## src/rtl/video_timing_gen_if.sv

```systemverilog
// video_timing_gen_if: raster timing bundle from the timing generator to pixel pipeline and serializer
// master: drives counters, coordinates, strobes and delayed sync/blank; slave: observes them
interface video_timing_gen_if;
  logic [11:0] h_count;
  logic [11:0] v_count;
  logic [11:0] x;
  logic [11:0] y;
  logic        active;
  logic        line_start;
  logic        frame_start;
  logic        hs;
  logic        vs;
  logic        blk;
  modport master (output h_count, v_count, x, y, active, line_start, frame_start, hs, vs, blk);
  modport slave  (input  h_count, v_count, x, y, active, line_start, frame_start, hs, vs, blk);
endinterface

```

## src/rtl/video_timing_gen.sv

```systemverilog
// video_timing_gen: free-running raster counters with stage-0 decode and a delayed sync/blank chain
// Ports: clk (pixel clock), reset (async, active-high), vt (master side of video_timing_gen_if:
// h_count/v_count, x/y, active, line_start, frame_start, delayed hs/vs/blk)
module video_timing_gen #(
  parameter int H_ACTIVE   = 640,
  parameter int H_FP       = 16,
  parameter int H_SYNC     = 96,
  parameter int H_BP       = 48,
  parameter int V_ACTIVE   = 480,
  parameter int V_FP       = 10,
  parameter int V_SYNC     = 2,
  parameter int V_BP       = 33,
  parameter int SYNC_POL   = 0,
  parameter int PIPE_DELAY = 2
) (
  input logic clk,
  input logic reset,
  video_timing_gen_if.master vt
);
  localparam int H_TOTAL = H_ACTIVE + H_FP + H_SYNC + H_BP;
  localparam int V_TOTAL = V_ACTIVE + V_FP + V_SYNC + V_BP;
  logic [11:0] h, v;
  logic        h_last, v_last, act, hs0, vs0;
  // each stage holds {hs, vs, blk}; reset value is the idle/blanking pattern
  logic [2:0]  chain [PIPE_DELAY];
  assign h_last = int'(h) == H_TOTAL - 1;
  assign v_last = int'(v) == V_TOTAL - 1;
  assign act    = (int'(h) < H_ACTIVE) && (int'(v) < V_ACTIVE);
  assign hs0    = (int'(h) >= H_ACTIVE + H_FP) && (int'(h) < H_ACTIVE + H_FP + H_SYNC);
  assign vs0    = (int'(v) >= V_ACTIVE + V_FP) && (int'(v) < V_ACTIVE + V_FP + V_SYNC);
  always_ff @(posedge clk or posedge reset)
    if (reset) begin
      h <= '0;
      v <= '0;
    end else begin
      h <= h_last ? '0 : h + 12'd1;
      if (h_last) v <= v_last ? '0 : v + 12'd1;
    end
  // reset flushes the whole chain so sync/blank go idle without waiting for clocks
  always_ff @(posedge clk or posedge reset)
    if (reset) begin
      for (int i = 0; i < PIPE_DELAY; i++) chain[i] <= 3'b001;
    end else begin
      chain[0] <= {hs0, vs0, !act};
      for (int i = 1; i < PIPE_DELAY; i++) chain[i] <= chain[i-1];
    end
  assign vt.h_count     = h;
  assign vt.v_count     = v;
  assign vt.x           = h;
  assign vt.y           = v;
  assign vt.active      = act;
  assign vt.line_start  = h == '0;
  assign vt.frame_start = (h == '0) && (v == '0);
  assign vt.hs          = (SYNC_POL != 0) ? chain[PIPE_DELAY-1][2] : !chain[PIPE_DELAY-1][2];
  assign vt.vs          = (SYNC_POL != 0) ? chain[PIPE_DELAY-1][1] : !chain[PIPE_DELAY-1][1];
  assign vt.blk         = chain[PIPE_DELAY-1][0];
endmodule

```

## src/flat_wrapper.sv

```systemverilog
// flat-port wrapper written by rule: the top's interface ports become plain ports
module video_timing_gen_flat 
#(
  parameter int H_ACTIVE   = 640,
  parameter int H_FP       = 16,
  parameter int H_SYNC     = 96,
  parameter int H_BP       = 48,
  parameter int V_ACTIVE   = 480,
  parameter int V_FP       = 10,
  parameter int V_SYNC     = 2,
  parameter int V_BP       = 33,
  parameter int SYNC_POL   = 0,
  parameter int PIPE_DELAY = 2
)
  (clk, reset, vt_h_count, vt_v_count, vt_x, vt_y, vt_active, vt_line_start, vt_frame_start, vt_hs, vt_vs, vt_blk);
  video_timing_gen_if vt_i ();
  input logic clk;
  input logic reset;
  output wire logic [$bits(vt_i.h_count)-1:0] vt_h_count;
  output wire logic [$bits(vt_i.v_count)-1:0] vt_v_count;
  output wire logic [$bits(vt_i.x)-1:0] vt_x;
  output wire logic [$bits(vt_i.y)-1:0] vt_y;
  output wire logic [$bits(vt_i.active)-1:0] vt_active;
  output wire logic [$bits(vt_i.line_start)-1:0] vt_line_start;
  output wire logic [$bits(vt_i.frame_start)-1:0] vt_frame_start;
  output wire logic [$bits(vt_i.hs)-1:0] vt_hs;
  output wire logic [$bits(vt_i.vs)-1:0] vt_vs;
  output wire logic [$bits(vt_i.blk)-1:0] vt_blk;
  assign vt_h_count = vt_i.h_count;
  assign vt_v_count = vt_i.v_count;
  assign vt_x = vt_i.x;
  assign vt_y = vt_i.y;
  assign vt_active = vt_i.active;
  assign vt_line_start = vt_i.line_start;
  assign vt_frame_start = vt_i.frame_start;
  assign vt_hs = vt_i.hs;
  assign vt_vs = vt_i.vs;
  assign vt_blk = vt_i.blk;
  video_timing_gen #(.H_ACTIVE(H_ACTIVE), .H_FP(H_FP), .H_SYNC(H_SYNC), .H_BP(H_BP), .V_ACTIVE(V_ACTIVE), .V_FP(V_FP), .V_SYNC(V_SYNC), .V_BP(V_BP), .SYNC_POL(SYNC_POL), .PIPE_DELAY(PIPE_DELAY)) u_core (.clk(clk), .reset(reset), .vt(vt_i));
endmodule
```

## config.mk

```make
export PLATFORM = sky130hd
export DESIGN_NAME = video_timing_gen_flat
export DESIGN_NICKNAME = d
export VERILOG_FILES = /design/src/rtl/video_timing_gen_if.sv /design/src/rtl/video_timing_gen.sv /design/src/flat_wrapper.sv
export SDC_FILE = /design/constraint.sdc
export NUM_CORES = 1
export LEC_CHECK = 0
export BUFFER_PORTS_ARGS = -buffer_cell sky130_fd_sc_hd__buf_2
export CORE_AREA = 2 2 69 71
export DETAILED_ROUTE_END_ITERATION = 8
export DIE_AREA = 0 0 71 73
export HOLD_SLACK_MARGIN = 0.12
export PLACE_DENSITY_LB_ADDON = 0.15
export SLEW_MARGIN = 20
export SYNTH_ARGS = -nofsm -noshare
export SYNTH_HDL_FRONTEND = slang
export SYNTH_SLANG_ARGS = --single-unit
```

## constraint.sdc

```tcl
create_clock -name clk -period 3.9 [get_ports clk]
set_input_delay 0.78 -clock clk [delete_from_list [all_inputs] [get_ports clk]]
set_output_delay 0.78 -clock clk [all_outputs]
set_load 0.1 [all_outputs]
```

# == Word-level counts from Yosys, hierarchy flattened ==
# Cells that the tools add are included.
# totals
elab_cells,25
regBits,30
output_inout_bits,54
in_bits,2
# op_classes
order_cmp,6
add_sub_neg,2
n_reduce_logical,9
n_mux,2
n_eq_ne,2
# op_table
op,n
$add 12x1->12 const B,2
$eq 12x11->1 const B,2
$logic_not 12->1,2
$lt 12x10->1 const B,2
$lt 12x9->1 const B,2
$mux 12,2
$ge 12x10->1 const B,1
$ge 12x9->1 const B,1
$logic_and 1x1->1,4
$logic_not 1->1,3

# == Longest topological paths before layout ==
# logic_depth
depth_word,3
mapped_depth,7
depth_no_buf,6

# == Least setup slack after synthesis ==
# Ideal clock, no wire load.
# synth_path
path_kind,register -> output
from,reg u_core.h[6] (netlist: u_core.vt.h_count[6])
to,out vt_frame_start
required_ns,3.120
path_buffers,0
stages_incl_launch_ff,4
slack_ns,-1.281
t_arrival_ns,4.401
cell_sequence,dfrtp_1 -> nor4_4 -> and4_1 -> nor3b_1
# synth_via
elab_chain_cells,2
# synth_lines
item,line_no,rtl
start: declaration,video_timing_gen.sv:22,"logic [11:0] h, v;"
start signal: assignment,video_timing_gen.sv:36,h <= h_last ? '0 : h + 12'd1;
$logic_not 12->1,--,
named net vt_line_start,flat_wrapper.sv:24,output wire logic [$bits(vt_i.line_start)-1:0] vt_line_start;
$logic_and 1x1->1,video_timing_gen.sv:53,assign vt.frame_start = (h == '0) && (v == '0);
end: declaration,flat_wrapper.sv:25,output wire logic [$bits(vt_i.frame_start)-1:0] vt_frame_start;
# The timed path passes the listed nets, and every way through them passes these cells.

# == Final worst setup path ==
# layout_path
from,reg u_core.v[8] (netlist: u_core.vt.v_count[8])
to,out vt_frame_start
# layout_via
elab_chain_cells,2
# layout_lines
item,line_no,rtl
start: declaration,video_timing_gen.sv:22,
start signal: assignment,video_timing_gen.sv:37,if (h_last) v <= v_last ? '0 : v + 12'd1;
$logic_not 12->1,video_timing_gen.sv:53,
$logic_and 1x1->1,video_timing_gen.sv:53,
# No other way between the ends.

==> results.sh <==
export IMPL_synthesis_nets=186
export IMPL_ys_warnings_count=0
export IMPL_slowest_delay_ns=0.45
export IMPL_grt_first_pass_wirelength_um=5940
export IMPL_crit_slowest_cell="nor4_1"
export IMPL_relSlewSlack=0.602
export IMPL_cts_tree="yes"
export IMPL_n_antenna_cell=0
export IMPL_worstSkewPairLatency_ns=0.29
export IMPL_finalClockSkew_ns=0.00401
export IMPL_grt_max_degree=31
export IMPL_drt_total_wl_um=3650
export IMPL_antenna_found_initial=0
export IMPL_fmax_ghz=0.348
export IMPL_hold_slack_ns=0.350
export IMPL_synth_area_leaders="dfrtp_1 (41%), buf_4 (11%), inv_1 (3.7%), nand4_1 (3.3%), dfstp_2 (3.1%)"
export IMPL_cp_cell_sequence="nor4_1, nand4b_1, nor3b_4, buf_2"
export IMPL_areaGrowthSynthToFinish_pct=15.0
export IMPL_die_area_um2=5180
export IMPL_avgSynthCellArea_um2=9.53
export IMPL_htreeDepth=2
export IMPL_track_usage=0.150
export IMPL_grt_setup_unrepaired="false"
export IMPL_dr_pass1_iters=4
export IMPL_synth_largest_area_cell="dfrtp_1"
export IMPL_post_route_util=0.435
export IMPL_cts_path_max_buffers=2
export IMPL_die_width_um=71
export IMPL_setup_tns_ns=0
export IMPL_p_per_area_nw_per_um2=297
export IMPL_gp_congestion=0.810
export IMPL_status="finished clean"
export IMPL_start_kind="flip-flop"
export IMPL_maxSlewViolCount=0
export IMPL_ys_ff_latch=30
export IMPL_path_class="reg2out"
export IMPL_die_y_um=73
export IMPL_syn_inst=180
export IMPL_ctsResizeCount=0
export IMPL_worstPathRequired_ns=3.12
export IMPL_grt_pass1_vias=1157
export IMPL_tightest_slew_ns=0.594
export IMPL_port_buffers=55
export IMPL_hold_buffers=0
export IMPL_syn_area_um2=1720
export IMPL_final_period_utilization=0.736
export IMPL_root_buffer="clkbuf_8"
export IMPL_place_hpwl_um=2520
export IMPL_hp_class="reg2reg"
export IMPL_clkTransAtPathRegs_ns=0.07
export IMPL_ios=56
export IMPL_numCtsBuffers=5
export IMPL_ant_nets=0
export IMPL_drive_gt1_frac=0.333
export IMPL_cap_violations=0
export IMPL_first_iter_violations=67
export IMPL_wl_per_cell_um=13.5
export IMPL_initial_core_util=0.378
export IMPL_p_leak_uw=0.000972
export IMPL_drc=0
export IMPL_nFillCells=467
export IMPL_crit_family="simple AND/OR/NAND/NOR gates"
export IMPL_synth_cell_type_count=36
export IMPL_num_vias=1355
export IMPL_placeableCoreArea_um2=4540
export IMPL_hold_viol=0
export IMPL_worst_path_buf_inv=1
export IMPL_cp_end_kind="output port"
export IMPL_min_period_ns=2.87
export IMPL_rows=25
export IMPL_cts_sinks=30
export IMPL_grt_ovfl_total=0
export IMPL_setup_violations=0
export IMPL_nets=221
export IMPL_ys_seq_area_frac=0.439
export IMPL_viasPerCell=5.02
export IMPL_cp_data_arrival_time_ns=2.09
export IMPL_crit_fanout=7
export IMPL_cts_setup_buffers=0
export IMPL_synth_top_area_frac=0.408
export IMPL_vdd_drop_max_v=0.000152
[final timing paths]
kind	start	end	slack, ns	depth (start not counted)
max reg2reg	u_core.vt.h_count[0]	u_core.vt.v_count[7]	1.62	5
max in group asynchronous	reset	u_core.chain[3]	3.01	3
min reg2reg	u_core.chain[4]	u_core.chain[1]	0.35	0
min	u_core.chain[4]	u_core.chain[1]	0.35	0
min in group asynchronous	reset	u_core.vt.h_count[6]	0.57	3
max	u_core.vt.v_count[8]	vt_frame_start	1.03	4
[sequential cells by signal (all words and copies together), names as in the netlist]
register and flops:
u_core.vt.h_count 12, u_core.vt.blk 1, u_core.chain 5, u_core.vt.v_count 12
[worst register-to-register path, delay by kind of cell (launching register included)]
kind                     cells  cell delay, ns
AND/OR/NAND/NOR              3            1.42
flip-flops                   1            0.47
adder cells (fa/ha/maj)      1            0.24
AO/OA/AOI/OAI                1            0.08
[Yosys cell counts]
| master | n |
|---|---|
| nand2_1 | 6 |
| nor4_4 | 1 |
| nor4_1 | 2 |
| o21ai_0 | 4 |
| or3_1 | 4 |
| nor2_1 | 9 |
| and3_1 | 2 |
| nand4_1 | 9 |
| clkbuf_2 | 1 |
| or4b_1 | 1 |
| nor4bb_1 | 2 |
| or2_2 | 2 |
| dfstp_2 | 2 |
| a21o_1 | 2 |
| nand4bb_1 | 1 |
| inv_1 | 17 |
| clkbuf_1 | 2 |
| nor3b_1 | 2 |
| o22a_1 | 1 |
| or3b_2 | 1 |
| buf_4 | 25 |
| mux2i_1 | 2 |
| o22ai_1 | 6 |
| xnor2_1 | 4 |
| nand2b_1 | 2 |
| and4bb_2 | 1 |
| ha_1 | 4 |
| xor2_1 | 5 |
| a21oi_1 | 9 |
| nand4b_1 | 1 |
| nor2b_1 | 2 |
| and2_1 | 3 |
| nand3_1 | 9 |
| dfrtp_1 | 28 |
| nor3_1 | 5 |
| and4_1 | 3 |
[logic make-up after synthesis]
kind of cell | Yosys count | synth area share
AOI/OAI and AO/OA | 22 | 0.0737
and+or+nand+nor | 68 | 0.247
DFF | 30 | 0.439
buffers and inverters | 45 | 0.154
muxes | 2 | 0.0117
adders and majority gates | 4 | 0.0292
xor gates and xnor gates | 9 | 0.0459
[power breakdown]
part	internal, uW	switching (uW)	total, uW
registers	311	0	311
clock network	142	126	268
logic	1.09	6.31	7.40
total	454	132	586
[layout by cell type, fill, tap and decap left out, types with 3 or more instances in the layout]
cell	n
and4_1	3
xor2_1	5
nor2_1	9
nor3_1	5
clkbuf_8	6
inv_1	17
o22ai_1	6
dfrtp_1	28
ha_1	4
or3_1	4
nand4_1	9
and2_1	3
o21ai_0	4
nand2_1	6
xnor2_1	4
buf_2	55
nand3_1	9
a21oi_1	9
[routing by layer]
metal,up-vias,track usage,part of all wire
met5,-,0,0
met3,8,0.0497,0.063
met4,0,0.0692,0.018
met2,43,0.202,0.43
met1,634,0.217,0.49
li1,670,-,-
[final cells by class]
class / count / area [um2] / share of cell area
clock buffers: 6 / 82.6 / 0.0419
flip-flops and latches: 30 / 753 / 0.382
clock inverters: 2 / 12.5 / 0.00635
repair buffers: 56 / 283 / 0.143
well taps: 54 / 67.6 / 0.0343
inverters: 17 / 63.8 / 0.0324
multi-input cells: 105 / 709 / 0.360
[per-stage QoR]
stage	area, um2	power [uW]	setup WS, ns	cells
6_report	1970	586	1.03	270
5_1_grt	1970	610	0.888	270
4_1_cts	1970	596	1.05	270
3_5_place_dp	1880	325	1.38	262
3_3_place_gp	1880	325	1.36	262
2_1_floorplan	1730	322	0.0519	180
Power figures use the tool's default switching activity.
